<file path="config.mk">
export PLATFORM = sky130hd
export DESIGN_NAME = countdown_timer_bcd
export DESIGN_NICKNAME = d
export VERILOG_FILES = /design/src/rtl/countdown_timer_bcd.sv
export SDC_FILE = /design/constraint.sdc
export NUM_CORES = 1
export LEC_CHECK = 0
export BUFFER_PORTS_ARGS = -buffer_cell sky130_fd_sc_hd__buf_2
export CAP_MARGIN = 10
export CORE_AREA = 10 10 79 98
export CTS_CLUSTER_DIAMETER = 200
export DETAILED_ROUTE_END_ITERATION = 12
export DIE_AREA = 0 0 89 108
export PLACE_DENSITY = 0.7
export SYNTH_ARGS = -nofsm -noshare
export SYNTH_HDL_FRONTEND = slang
export SYNTH_SLANG_ARGS = --single-unit
</file>
<file path="constraint.sdc">
create_clock -name CLOCK_50 -period 6.7 [get_ports CLOCK_50]
set_input_delay 0.335 -clock CLOCK_50 [delete_from_list [all_inputs] [get_ports CLOCK_50]]
set_output_delay 0.335 -clock CLOCK_50 [all_outputs]
set_load 0.02 [all_outputs]
</file>
<file path="src/rtl/countdown_timer_bcd.sv">
// MM:SS countdown timer with BCD digit outputs.
// Supports preset load, start/pause/resume, a done level and a one-cycle done strobe.
// Optional feature: define TIMER_WARN_EN to enable the low-time warn output.
module countdown_timer_bcd #(
    parameter int unsigned CLK_HZ    = 50_000_000,
    parameter logic [7:0]  RESET_MIN = 8'h01,
    parameter logic [7:0]  RESET_SEC = 8'h00,
    parameter int unsigned WARN_SEC  = 10
) (
    input  logic       CLOCK_50,
    input  logic       resetn,
    input  logic       start,
    input  logic       pause,
    input  logic       load,
    input  logic [7:0] load_min,
    input  logic [7:0] load_sec,
    output logic [3:0] min_tens,
    output logic [3:0] min_ones,
    output logic [3:0] sec_tens,
    output logic [3:0] sec_ones,
    output logic       running,
    output logic       tick,
    output logic       done,
    output logic       done_pulse,
    output logic       warn
);

    localparam int unsigned     PS_W   = (CLK_HZ > 2) ? $clog2(CLK_HZ) : 1;
    localparam logic [PS_W-1:0] PS_MAX = PS_W'(CLK_HZ - 1);

    typedef enum logic [1:0] {StIdle, StRun, StPause, StDone} state_e;

    state_e          state_q, state_d;
    logic [PS_W-1:0] ps_q, ps_d;
    logic [3:0]      mt_q, mo_q, st_q, so_q;
    logic [3:0]      mt_d, mo_d, st_d, so_d;
    logic [3:0]      dec_mt, dec_mo, dec_st, dec_so;
    logic            tick_q, tick_d;
    logic            done_pulse_q, done_pulse_d;
    logic            is_zero, dec_zero, sec_end;

    function automatic logic [3:0] clamp(input logic [3:0] d, input logic [3:0] lim);
        return (d > lim) ? lim : d;
    endfunction

    assign is_zero  = (mt_q == 4'd0) && (mo_q == 4'd0) && (st_q == 4'd0) && (so_q == 4'd0);
    assign dec_zero = (dec_mt == 4'd0) && (dec_mo == 4'd0) && (dec_st == 4'd0) &&
                      (dec_so == 4'd0);
    // Last prescaler cycle of a second while counting.
    assign sec_end  = (state_q == StRun) && (ps_q == PS_MAX);

    // BCD decrement with borrow chain; holds at 00:00.
    always_comb begin
        dec_mt = mt_q;
        dec_mo = mo_q;
        dec_st = st_q;
        dec_so = so_q;
        if (!is_zero) begin
            if (so_q != 4'd0) begin
                dec_so = so_q - 4'd1;
            end else begin
                dec_so = 4'd9;
                if (st_q != 4'd0) begin
                    dec_st = st_q - 4'd1;
                end else begin
                    dec_st = 4'd5;
                    if (mo_q != 4'd0) begin
                        dec_mo = mo_q - 4'd1;
                    end else begin
                        dec_mo = 4'd9;
                        if (mt_q != 4'd0) begin
                            dec_mt = mt_q - 4'd1;
                        end
                    end
                end
            end
        end
    end

    // State register.
    always_ff @(posedge CLOCK_50 or negedge resetn) begin
        if (!resetn) begin
            state_q <= StIdle;
        end else begin
            state_q <= state_d;
        end
    end

    // Next-state logic; load beats start beats pause.
    always_comb begin
        state_d = state_q;
        if (load) begin
            state_d = StIdle;
        end else begin
            unique case (state_q)
                StIdle: begin
                    if (start) begin
                        state_d = is_zero ? StDone : StRun;
                    end
                end
                StRun: begin
                    // A decrement landing on 00:00 takes precedence over pause.
                    if (sec_end && dec_zero) begin
                        state_d = StDone;
                    end else if (pause && !start) begin
                        state_d = StPause;
                    end
                end
                StPause: begin
                    if (start) begin
                        state_d = StRun;
                    end
                end
                StDone: state_d = StDone;
                default: state_d = StIdle;
            endcase
        end
    end

    // Datapath next values: prescaler, digits and strobes.
    always_comb begin
        ps_d         = ps_q;
        mt_d         = mt_q;
        mo_d         = mo_q;
        st_d         = st_q;
        so_d         = so_q;
        tick_d       = 1'b0;
        done_pulse_d = 1'b0;
        if (load) begin
            ps_d = '0;
            mt_d = clamp(load_min[7:4], 4'd9);
            mo_d = clamp(load_min[3:0], 4'd9);
            st_d = clamp(load_sec[7:4], 4'd5);
            so_d = clamp(load_sec[3:0], 4'd9);
        end else if (state_q == StIdle) begin
            if (start) begin
                ps_d         = '0;
                done_pulse_d = is_zero;
            end
        end else if (state_q == StRun) begin
            if (sec_end) begin
                ps_d         = '0;
                mt_d         = dec_mt;
                mo_d         = dec_mo;
                st_d         = dec_st;
                so_d         = dec_so;
                tick_d       = 1'b1;
                done_pulse_d = dec_zero;
            end else begin
                ps_d = ps_q + 1'b1;
            end
        end
    end

    // Datapath registers.
    always_ff @(posedge CLOCK_50 or negedge resetn) begin
        if (!resetn) begin
            ps_q         <= '0;
            mt_q         <= RESET_MIN[7:4];
            mo_q         <= RESET_MIN[3:0];
            st_q         <= RESET_SEC[7:4];
            so_q         <= RESET_SEC[3:0];
            tick_q       <= 1'b0;
            done_pulse_q <= 1'b0;
        end else begin
            ps_q         <= ps_d;
            mt_q         <= mt_d;
            mo_q         <= mo_d;
            st_q         <= st_d;
            so_q         <= so_d;
            tick_q       <= tick_d;
            done_pulse_q <= done_pulse_d;
        end
    end

    // Outputs, all taken from registered state.
    always_comb begin
        min_tens   = mt_q;
        min_ones   = mo_q;
        sec_tens   = st_q;
        sec_ones   = so_q;
        running    = (state_q == StRun);
        done       = (state_q == StDone);
        tick       = tick_q;
        done_pulse = done_pulse_q;
    end

`ifdef TIMER_WARN_EN
    logic       warn_q, warn_d;
    logic [6:0] sec_val_d;

    // Warn computed from next-state values so it lines up with the shown digits.
    always_comb begin
        sec_val_d = 7'(st_d) * 7'd10 + 7'(so_d);
        warn_d    = ((state_d == StRun) || (state_d == StPause)) &&
                    (mt_d == 4'd0) && (mo_d == 4'd0) && (sec_val_d <= 7'(WARN_SEC));
    end

    // Warn register.
    always_ff @(posedge CLOCK_50 or negedge resetn) begin
        if (!resetn) begin
            warn_q <= 1'b0;
        end else begin
            warn_q <= warn_d;
        end
    end

    assign warn = warn_q;
`else
    assign warn = 1'b0;
`endif

endmodule

</file>
==> flow_metrics.tcl <==
set metrics [dict create \
    min_period_ps 3103 \
    grt_antenna_before_repair 0 \
    die-area_sq_um 9612 \
    synth_nets 356 \
    drtIter0Drc 109 \
    hold_path_class "in2async" \
    seqPwrFrac_pct 53.1 \
    io_pins 42 \
    final_util_pct 53.75 \
    ys_warn_count 0 \
    cts_setup_buffers 0 \
    relSlewSlack_pct 20.64 \
    required_ps 6860 \
    dp_hpwl_um 5441 \
    cts_buffers 5 \
    path_clk_slew_ps 90 \
    startpoint_type "flop" \
    grt_util_all_layers_pct 16.32 \
    layout_commonest_cell "dfrtp_1" \
    die_w_um 89 \
    critical_path.top_delay_family "simple AND/OR/NAND/NOR gates" \
    cts.path.max_buffers 2 \
    layout-drive-gt1-share_pct 16.35 \
    gp_congestion 0.8466 \
    worst_path_max_delay_cell "nor4_2" \
    synth_edf_count 0 \
    synthCells 333 \
    crit_arrival_ps 3270 \
    max_freq_mhz 322.2 \
    cts_tree "yes" \
    hold_slack_ps 202.0 \
    cp_cell_sequence "or4b_1 -> nor4_2 -> a211oi_2 -> buf_4 -> nor2_1 -> o311ai_1" \
    swShare_pct 30.28 \
    async_flop_share_pct 100.0 \
    rsz0062_at_grt "false" \
    dp.cells 427 \
    final_nets 389 \
    core_sq_um 5966 \
    cellLeakagePower_nw 1.338 \
    post_cts_resized 0 \
    hold_buffers 0 \
    grt_max_degree 47 \
    critPathMaxFanout 25 \
    avgSynthCellArea_sq_um 8.672 \
    grt_pass1_wl_um 12740 \
    htreeDepth 2 \
    start_util_pct 48.41 \
    p_per_area_nw_per_um2 180.7 \
    power_frac_comb_pct 16.0 \
    cts-root-buf "clkbuf_8" \
    fin_worst_skew_ps 7.081 \
    die_y_um 108 \
    ir_worst_vdd_uv 80.48 \
    dr_total_vias 2683 \
    grt_overflow 0 \
    status "completed" \
    grt_pass1_vias 2595 \
    postRouteWirelength_um 7517 \
    worstSkewPairLatency_ps 300 \
    ys.flop_type "dfrtp_1" \
    setup_viol 0 \
    clock-sinks 46 \
    synth.distinct_cells 60 \
    dr.pass1.iters 4 \
    syn-cell-area_sq_um 2888 \
    max_stage_delay_ps 790 \
    fill_cells 551 \
    fin_tns_setup_ps 0 \
    p_int_mw 0.4041 \
    drc_errors 0 \
    final.period_utilization_pct 46.32 \
    hold_viol 0 \
    port_buffers 40 \
    cap_violations 0 \
    switchingPower_mw 0.1755 \
    wl_per_cell_um 17.28 \
    drv_slew 0 \
    clockPowerShare_pct 30.9 \
    tightest_slew_ps 1179 \
    insertedDiodeCount 0 \
    end_kind "flop" \
    final_cells 435 \
    yosysSeqAreaShare_pct 39.90 \
    mostFrequentLayoutCells "dfrtp_1, buf_2, nor2_1" \
    placementRows 32 \
    ant_nets 0 \
    crit_type "reg2reg" \
    via_per_inst 6.168 \
    ys_ff_latch 46 \
    area_delta_synth_final_pct 11.05 \
    path_buf_inv 1 \
]
[cell type report]
| type | count | area (sq um) | share of cell area [%] |
|---|---|---|---|
| Multi-Input combinational cell | 254 | 1599 | 49.86 |
| Clock buffer | 7 | 86.33 | 2.692 |
| Timing Repair Buffer | 42 | 215.2 | 6.711 |
| Tap cell | 68 | 85.08 | 2.653 |
| Clock inverter | 1 | 5.005 | 0.1561 |
| Sequential cell | 46 | 1152 | 35.93 |
| Inverter | 17 | 63.81 | 1.990 |
[layer usage]
| metal | up-vias | global-route usage, % | part of all wire [%] | wire [um] |
|---|---|---|---|---|
| met2 | 78 | 28.55 | 51 | 3802 |
| met4 | 0 | 4.784 | 1.9 | 142 |
| met3 | 14 | 3.762 | 6.7 | 506 |
| met1 | 1288 | 19.28 | 41 | 3066 |
| met5 | - | 0 | 0 | 0 |
| li1 | 1303 | - | - | - |
[power by group through the flow]
| stage | combinational [mW] | sequential, mW | clock, mW |
|---|---|---|---|
| floorplan | 0.0533 | 0.316 | 0 |
| global placement | 0.0921 | 0.312 | 0 |
| detailed placement | 0.0937 | 0.313 | 0 |
| CTS | 0.0941 | 0.307 | 0.181 |
| global route | 0.105 | 0.311 | 0.197 |
| finish | 0.0930 | 0.308 | 0.179 |
[Yosys cell counts, drive strengths merged (3+ instances only)]
cell type,n,share of area [%]
o31ai,4,1.0
dfrtp,45,39
nor3,10,1.7
or4,7,2.1
o22ai,4,0.87
a31oi,15,3.2
nand2,23,3.0
xnor2,10,3.0
and3,6,1.3
nand4,17,3.9
nand3,15,2.6
buf,8,1.6
or3,7,1.5
nand2b,5,1.1
a21oi,16,2.8
inv,16,2.1
o21ai,15,2.6
nor4,13,4.3
and2,3,0.65
o2bb2ai,3,0.91
mux2i,9,3.1
clkbuf,8,1.0
o21a,3,0.78
nor2,36,4.7
[per-stage QoR]
| stage | instance area (sq um) | power [mW] | setup WS [ps] |
|---|---|---|---|
| 2_1_floorplan | 2888 | 0.3695 | 4348 |
| 3_3_place_gp | 3115 | 0.4043 | 3689 |
| 3_5_place_dp | 3115 | 0.4065 | 3628 |
| 4_1_cts | 3207 | 0.5823 | 3617 |
| 5_1_grt | 3207 | 0.6120 | 3344 |
| 6_report | 3207 | 0.5796 | 3597 |
[sequential cells by signal (all words and copies together), names as in the netlist]
register / flops
ps_q: 26
min_ones: 4
min_tens: 4
sec_ones: 4
sec_tens: 4
state_q: 2
done_pulse: 1
tick: 1
[cell families after synthesis]
family | synth area share (%)
other | 0.1299
and+or+nand+nor | 30.55
xor gates and xnor gates | 3.336
buffers and inverters | 4.896
DFF | 39.90
adders and majority gates | 0.8664
muxes | 3.120
AOI/OAI and AO/OA | 17.20
[path summary, 6_finish.rpt]
| path | end | cells past startpoint | slack, ps | from |
|---|---|---|---|---|
| min | sec_tens[0]$_DFFE_PN0P_ | 1 | 200 | resetn |
| min reg2reg | ps_q[1]$_DFFE_PN0P_ | 2 | 530 | ps_q[1]$_DFFE_PN0P_ |
| min in group CLOCK_50 | min_tens[1]$_DFFE_PN0P_ | 2 | 220 | load_min[7] |
| max in group asynchronous | ps_q[21]$_DFFE_PN0P_ | 1 | 5860 | resetn |
| max | ps_q[11]$_DFFE_PN0P_ | 6 | 3600 | ps_q[16]$_DFFE_PN0P_ |
| max reg2reg | ps_q[11]$_DFFE_PN0P_ | 6 | 3600 | ps_q[16]$_DFFE_PN0P_ |
Note: power is estimated with default switching activity, not from simulation.
